==> config.mk <==
export PLATFORM = sky130hd
export DESIGN_NAME = fifo_uart_tx
export DESIGN_NICKNAME = d
export VERILOG_FILES = /design/src/rtl/fifo_uart_tx.sv
export SDC_FILE = /design/constraint.sdc
export NUM_CORES = 1
export LEC_CHECK = 0
export CAP_MARGIN = 20
export CORE_MARGIN = 10
export CORE_UTILIZATION = 40
export CTS_CLUSTER_DIAMETER = 150
export DETAILED_ROUTE_END_ITERATION = 16
export PLACE_DENSITY = 0.63
export SKIP_CTS_REPAIR_TIMING = 1
export SLEW_MARGIN = 20
export SYNTH_ARGS = -nofsm -noshare
export SYNTH_HDL_FRONTEND = slang
export SYNTH_SLANG_ARGS = --single-unit
==> constraint.sdc <==
create_clock -name clk -period 1.7 [get_ports clk]
set_input_delay 0.17 -clock clk [delete_from_list [all_inputs] [get_ports clk]]
set_output_delay 0.17 -clock clk [all_outputs]
set_load 0.02 [all_outputs]
==> src/rtl/fifo_uart_tx.sv <==
// Pops one byte at a time from a synchronous FIFO and sends it as an 8N1 UART
// frame; frames run back-to-back while the FIFO has data and tx_en is high.
module fifo_uart_tx #(
  parameter int CLOCK_FREQ       = 125_000_000,
  parameter int BAUD_RATE        = 115_200,
  parameter int WIDTH            = 8,
  parameter int SYMBOL_EDGE_TIME = CLOCK_FREQ / BAUD_RATE
) (
  input  logic             clk,
  input  logic             rst,
  input  logic             tx_en,
  input  logic             fifo_empty,
  input  logic [WIDTH-1:0] fifo_dout,
  output logic             fifo_rd_en,
  output logic             serial_out,
  output logic             busy,
  output logic [15:0]      frames_sent
);

  localparam int FRAME_BITS = WIDTH + 2;
  localparam int BAUD_W     = (SYMBOL_EDGE_TIME > 1) ? $clog2(SYMBOL_EDGE_TIME) : 1;
  localparam logic [BAUD_W-1:0] BAUD_LAST = BAUD_W'(SYMBOL_EDGE_TIME - 1);
  localparam logic [3:0]        BIT_LAST  = 4'(FRAME_BITS - 1);

  typedef enum logic [1:0] {
    IDLE,
    FETCH,
    SEND
  } state_t;

  state_t                  state_reg, state_next;
  logic [FRAME_BITS-1:0]   shift_reg, shift_next;
  logic [BAUD_W-1:0]       baud_cnt_reg, baud_cnt_next;
  logic [3:0]              bit_cnt_reg, bit_cnt_next;
  logic [15:0]             frames_sent_reg, frames_sent_next;

  always_ff @(posedge clk) begin
    if (rst) begin
      state_reg       <= IDLE;
      shift_reg       <= '1;
      baud_cnt_reg    <= '0;
      bit_cnt_reg     <= '0;
      frames_sent_reg <= '0;
    end else begin
      state_reg       <= state_next;
      shift_reg       <= shift_next;
      baud_cnt_reg    <= baud_cnt_next;
      bit_cnt_reg     <= bit_cnt_next;
      frames_sent_reg <= frames_sent_next;
    end
  end

  always_comb begin
    state_next       = state_reg;
    shift_next       = shift_reg;
    baud_cnt_next    = baud_cnt_reg;
    bit_cnt_next     = bit_cnt_reg;
    frames_sent_next = frames_sent_reg;
    fifo_rd_en       = 1'b0;

    case (state_reg)
      IDLE: begin
        fifo_rd_en = tx_en && !fifo_empty;
        if (fifo_rd_en) state_next = FETCH;
      end
      FETCH: begin
        shift_next    = {1'b1, fifo_dout, 1'b0};
        baud_cnt_next = '0;
        bit_cnt_next  = '0;
        state_next    = SEND;
      end
      SEND: begin
        if (baud_cnt_reg == BAUD_LAST) begin
          // Ones shift in behind the frame, so the register idles at all-ones.
          baud_cnt_next = '0;
          shift_next    = {1'b1, shift_reg[FRAME_BITS-1:1]};
          bit_cnt_next  = bit_cnt_reg + 4'd1;
          if (bit_cnt_reg == BIT_LAST) begin
            state_next       = IDLE;
            frames_sent_next = frames_sent_reg + 16'd1;
          end
        end else begin
          baud_cnt_next = baud_cnt_reg + BAUD_W'(1);
        end
      end
      default: state_next = IDLE;
    endcase
  end

  // The line comes straight from a flop: outside SEND the shifter is all-ones.
  assign serial_out  = shift_reg[0];
  assign busy        = (state_reg != IDLE);
  assign frames_sent = frames_sent_reg;

endmodule

; Word-level counts from Yosys, hierarchy flattened
; Index checks and enable logic that the tools add are counted.
[word_totals]
regBits = 43
mem_bits_ro = 0
ramBits = 0
latch_bits = 0
inputBits = 12
mem_count = 0
out_inout_bits = 19
[op_classes]
reduce_logical = 8
addsub = 3
div_mod_pow = 0
multipliers = 0
bitwise = 0
n_shift = 0
order_cmp = 0
muxes = 11
eq_ne = 7
[op_table]
columns = op, n
row1 = 11-bit case mux with 2 select lines, 1
row2 = 10-bit case mux with 2 select lines, 1
row3 = 16-bit by 1-bit adder with 16-bit output (second input constant), 1
row4 = 11-bit by 1-bit adder with 11-bit output (second input constant), 1
row5 = 11-bit equality test (second input constant), 1
row6 = 11-bit two-way mux, 1
row7 = 10-bit two-way mux, 1
row8 = 4-bit case mux with 2 select lines, 1
row9 = 2-bit two-way mux, 3
row10 = 2-bit inequality test (second input constant), 3
row11 = 2-bit case mux with 3 select lines, 1
row12 = 3-bit AND reduction, 2
row13 = 4-bit by 1-bit adder with 4-bit output (second input constant), 1
row14 = 4-bit equality test (second input constant), 1
row15 = 4-bit two-way mux, 1
row16 = 2-bit nonzero test, 2
row17 = 2-bit by 1-bit equality test with 1-bit output (second input constant), 1
row18 = 2-bit equality test (second input constant), 1
row19 = 2-bit logical NOT, 1
row20 = 2-bit AND reduction, 1
row21 = 1-bit logical AND, 1
row22 = 1-bit logical NOT, 1
row23 = 1-bit two-way mux, 1

; Depth between registers and ports, before layout
[depth]
depth_word = 4
ltp_mapped = 7

; Least setup slack after synthesis
; Ideal clock, no wire load.
[synth_path]
path_kind = reg-to-reg
from = register baud_cnt_reg[0]
to = register frames_sent_reg[10] (netlist: frames_sent[10])
synth_period_minus_slack_ns = 1.746
setup_ns = 0.121
path_stages_with_launch = 8
arrival_ns = 1.625
slack_ns = -0.046
cell_sequence = dfxtp_1 inv_1 ha_1 and4bb_2 nand4_2 buf_2 nor3_1 mux2_2
[synth_between]
elab_chain_cells = 2
[synth_lines]
columns = item, line_no
row1 = from (decl), 33  ; logic [BAUD_W-1:0] baud_cnt_reg, baud_cnt_next;
row2 = from (signal assigned), 47  ; baud_cnt_reg <= baud_cnt_next;
row3 = 11-bit equality test, 73  ; if (baud_cnt_reg == BAUD_LAST) begin
row4 = 3-bit AND reduction (no source line), n/a
row5 = to (signal assigned), 49  ; frames_sent_reg <= frames_sent_next;
row6 = to (decl), 35  ; logic [15:0] frames_sent_reg, frames_sent_next;
; Every way passes these cells.
; A chain may end at the register's enable or synchronous reset.

; Worst setup path after layout
[layout_path]
from = register baud_cnt_reg[0]
to = register frames_sent_reg[4] (netlist: frames_sent[4])
; Same word-level chain as after synthesis.

==> flow_summary.toml <==
[die]
die_w_um = 94.9
start_util_pct = 41.0
coreArea_um2 = 5470
die_h_um = 94.9
dieArea_um2 = 9010
rows = 27
num_io_pins = 31

[pwr]
switching_power_w = 0.000489
pwr-share-seq_pct = 53.2
combPwrFrac_pct = 14.3
clock_power_share_pct = 32.5
intPower_w = 0.00142
sw_frac_of_total_pct = 25.6
power_w = 0.00191
p_per_area_nw_per_um2 = 550
leakagePower_nw = 1.42
peakVddDrop_mv = 0.370

[sta]
min_period_ps = 1770
fin_hold_ws_ps = 477
setup_violations = 12
hold_violations = 0
finalMaxSlewViolations = 0
fmax_mhz = 564
rsz0062_at_grt = "yes"
period_share_pct = 104
setup_slack_ps = -73.7
tightest_slew_ps = 382
maxSlewHeadroom_pct = 74.4
fin_skew_ps = 9.23

[critical_path]
r2r_slack_ps = -70
cp_data_required_time_ps = 1930
endpoint_kind = "flop"
arrival_ps = 2010
start_kind = "flop"
critPathMaxFanout = 5
crit_type = "flop to flop"

[routing]
avgViaCountPerCell = 5.33
routed_wl_um = 6140
routedWlPerCell_um = 14.7
drc = 0
routed-wl-met3_um = 244
met1_length_um = 2850
first_pass_iters = 4
num_vias = 2223
wl_met2_um = 3000
drt-initial-drc-count = 125
ant_nets = 0
highest_layer = "met4"

[synthesis]
yosys_most_used_dff = "dfxtp_1"
synth.top_cell.area_share_pct = 37.5
syn_inst = 264
syn_area_per_cell_um2 = 8.50
synth_compound_area_share_pct = 14.7
syn_nets = 284
synthSimpleGateAreaFrac_pct = 30.9
synth_mux_area_share_pct = 4.01
yosysSeqAreaShare_pct = 37.5
ys_async_sr_fraction_pct = 0
synth-xor-area-share_pct = 3.12
ys_seq_elements = 42
synth_edf_count = 0
synth_fa_ha_area_share_pct = 4.46
synthTopCellsByArea = "dfxtp_1 (37%), ha_1 (4.5%), mux2_2 (4.0%), nand3_1 (3.6%), nor3_1 (3.6%)"
yosys_warnings = 0
synth_cell_types = 43
syn-cell-area_um2 = 2240
synth_top_family_by_area = "simple AND/OR/NAND/NOR gates"
synth_top_area_cell = "dfxtp_1"

[cells_and_area]
multi_input_area_um2 = 1620
ff_latch_area_um2 = 848
largest_register_ffs = 16
nets = 365
nFillCells = 488
antenna_cells = 0
area_delta_synth_final_pct = 54.7
drive_above_1_share_pct = 35.9

[global_route]
grt_pass1_vias = 2010
grt_pass1_wl_um = 9110
grt_max_degree = 42
antenna_found_initial = 0
grt-ovfl-total = 0
grt_usage_pct = 12.2

[place]
place_congestion = 0.787
portBuffers = 30
hpwl_um = 3990

[worst_hold_path]
hold_class = "flop to flop"

[clocking]
tritoncts = "done"
clock_latency_ps = 300
cts_buffer_depth = 2
ctsRootBufferMaster = "clkbuf_8"
cts-htree-levels = 2
path_clk_slew_ps = 80
clock_sinks = 42
cts_made_buffers = 5

[run]
maxCapViolations = 0

[run_status]
violations = "negative setup slack"
status = "finished with violations"
## area by class of cell
class,count,share of cell area (%)
clock buffers,5,1.98
clock inverters,2,0.288
inverters,13,1.40
multi-input cells,194,46.7
flip-flops and latches,42,24.4
well taps,72,2.59
repair buffers,89,22.6
## critical path: stages, from the launching register on
cell and delay [ps]:
dfxtp_2 330, inv_2 60, ha_4 130, and4bb_4 280, buf_6 130, nand4_4 150
or4_1 490, a21oi_1 150
## Yosys cell counts (8+ instances only)
library cell  count
a21oi_1          15
a221oi_1          8
clkbuf_1         11
dfxtp_1          42
ha_1              8
inv_1            13
mux2_2            8
nand2_1           9
nand3_1          16
nor2_1           21
nor2b_1           8
nor3_1           16
## cells in the final DEF, fill, tap and decap left out, types with 7 or more instances in the layout
cell type and count:
nor2b_1 7, buf_4 50, nor3_1 9, o21bai_1 7
dfxtp_1 36, buf_6 7, clkdlybuf4s50_1 28, and2_1 7
nand2_1 9, a21oi_1 15, nand3_1 15, nor2_1 20
inv_1 10
## cells by family (layout without fill, tap and decap cells)
family / after synthesis / count (layout)
compound gates: 48 / 48
flops: 42 / 42
buf+inv: 30 / 109
fa+ha+maj: 8 / 8
mux: 8 / 8
xor+xnor: 8 / 8
simple gates: 120 / 122
## per-stage QoR
step	cells	setup WS, ps	instance area (um2)	util, %	setup TNS [ps]
floorplan	264	10.6	2280	-	0
global placement	397	-94.9	2970	54.2	-1160
detailed placement	397	-133	2970	54.2	-2040
CTS	404	-231	3050	55.6	-3030
global route	417	-136	3470	63.5	-1670
finish	417	-73.7	3470	63.5	-527
## per-layer routing
| metal | up-vias | track usage (%) |
|---|---|---|
| met2 | 26 | 20.4 |
| met4 | 0 | 3.37 |
| met5 | - | 0 |
| met3 | 6 | 3.25 |
| met1 | 1072 | 15.0 |
| li1 | 1119 | - |
## power groups by stage
stage                     sequential, W  clock (W)  combinational (W)
final                           0.00102   0.000622           0.000273
after global routing            0.00102   0.000672           0.000299
after CTS                       0.00101   0.000636           0.000228
after detailed placement        0.00104          0           0.000226
after global placement          0.00104          0           0.000224
after floorplan                 0.00104          0           0.000119
## worst paths after layout
kind	depth (start not counted)	start	endpoint
worst max-delay path	7	baud_cnt_reg[0]$_SDFFE_PP0P_	frames_sent[4]$_SDFFE_PP0P_
worst min-delay path	1	shift_reg[1]$_SDFFE_PP1P_	shift_reg[0]$_SDFFE_PP1P_
worst max register to register	7	baud_cnt_reg[0]$_SDFFE_PP0P_	frames_sent[4]$_SDFFE_PP0P_
worst min register to register	1	shift_reg[1]$_SDFFE_PP1P_	shift_reg[0]$_SDFFE_PP1P_
Power figures use the tool's default switching activity.
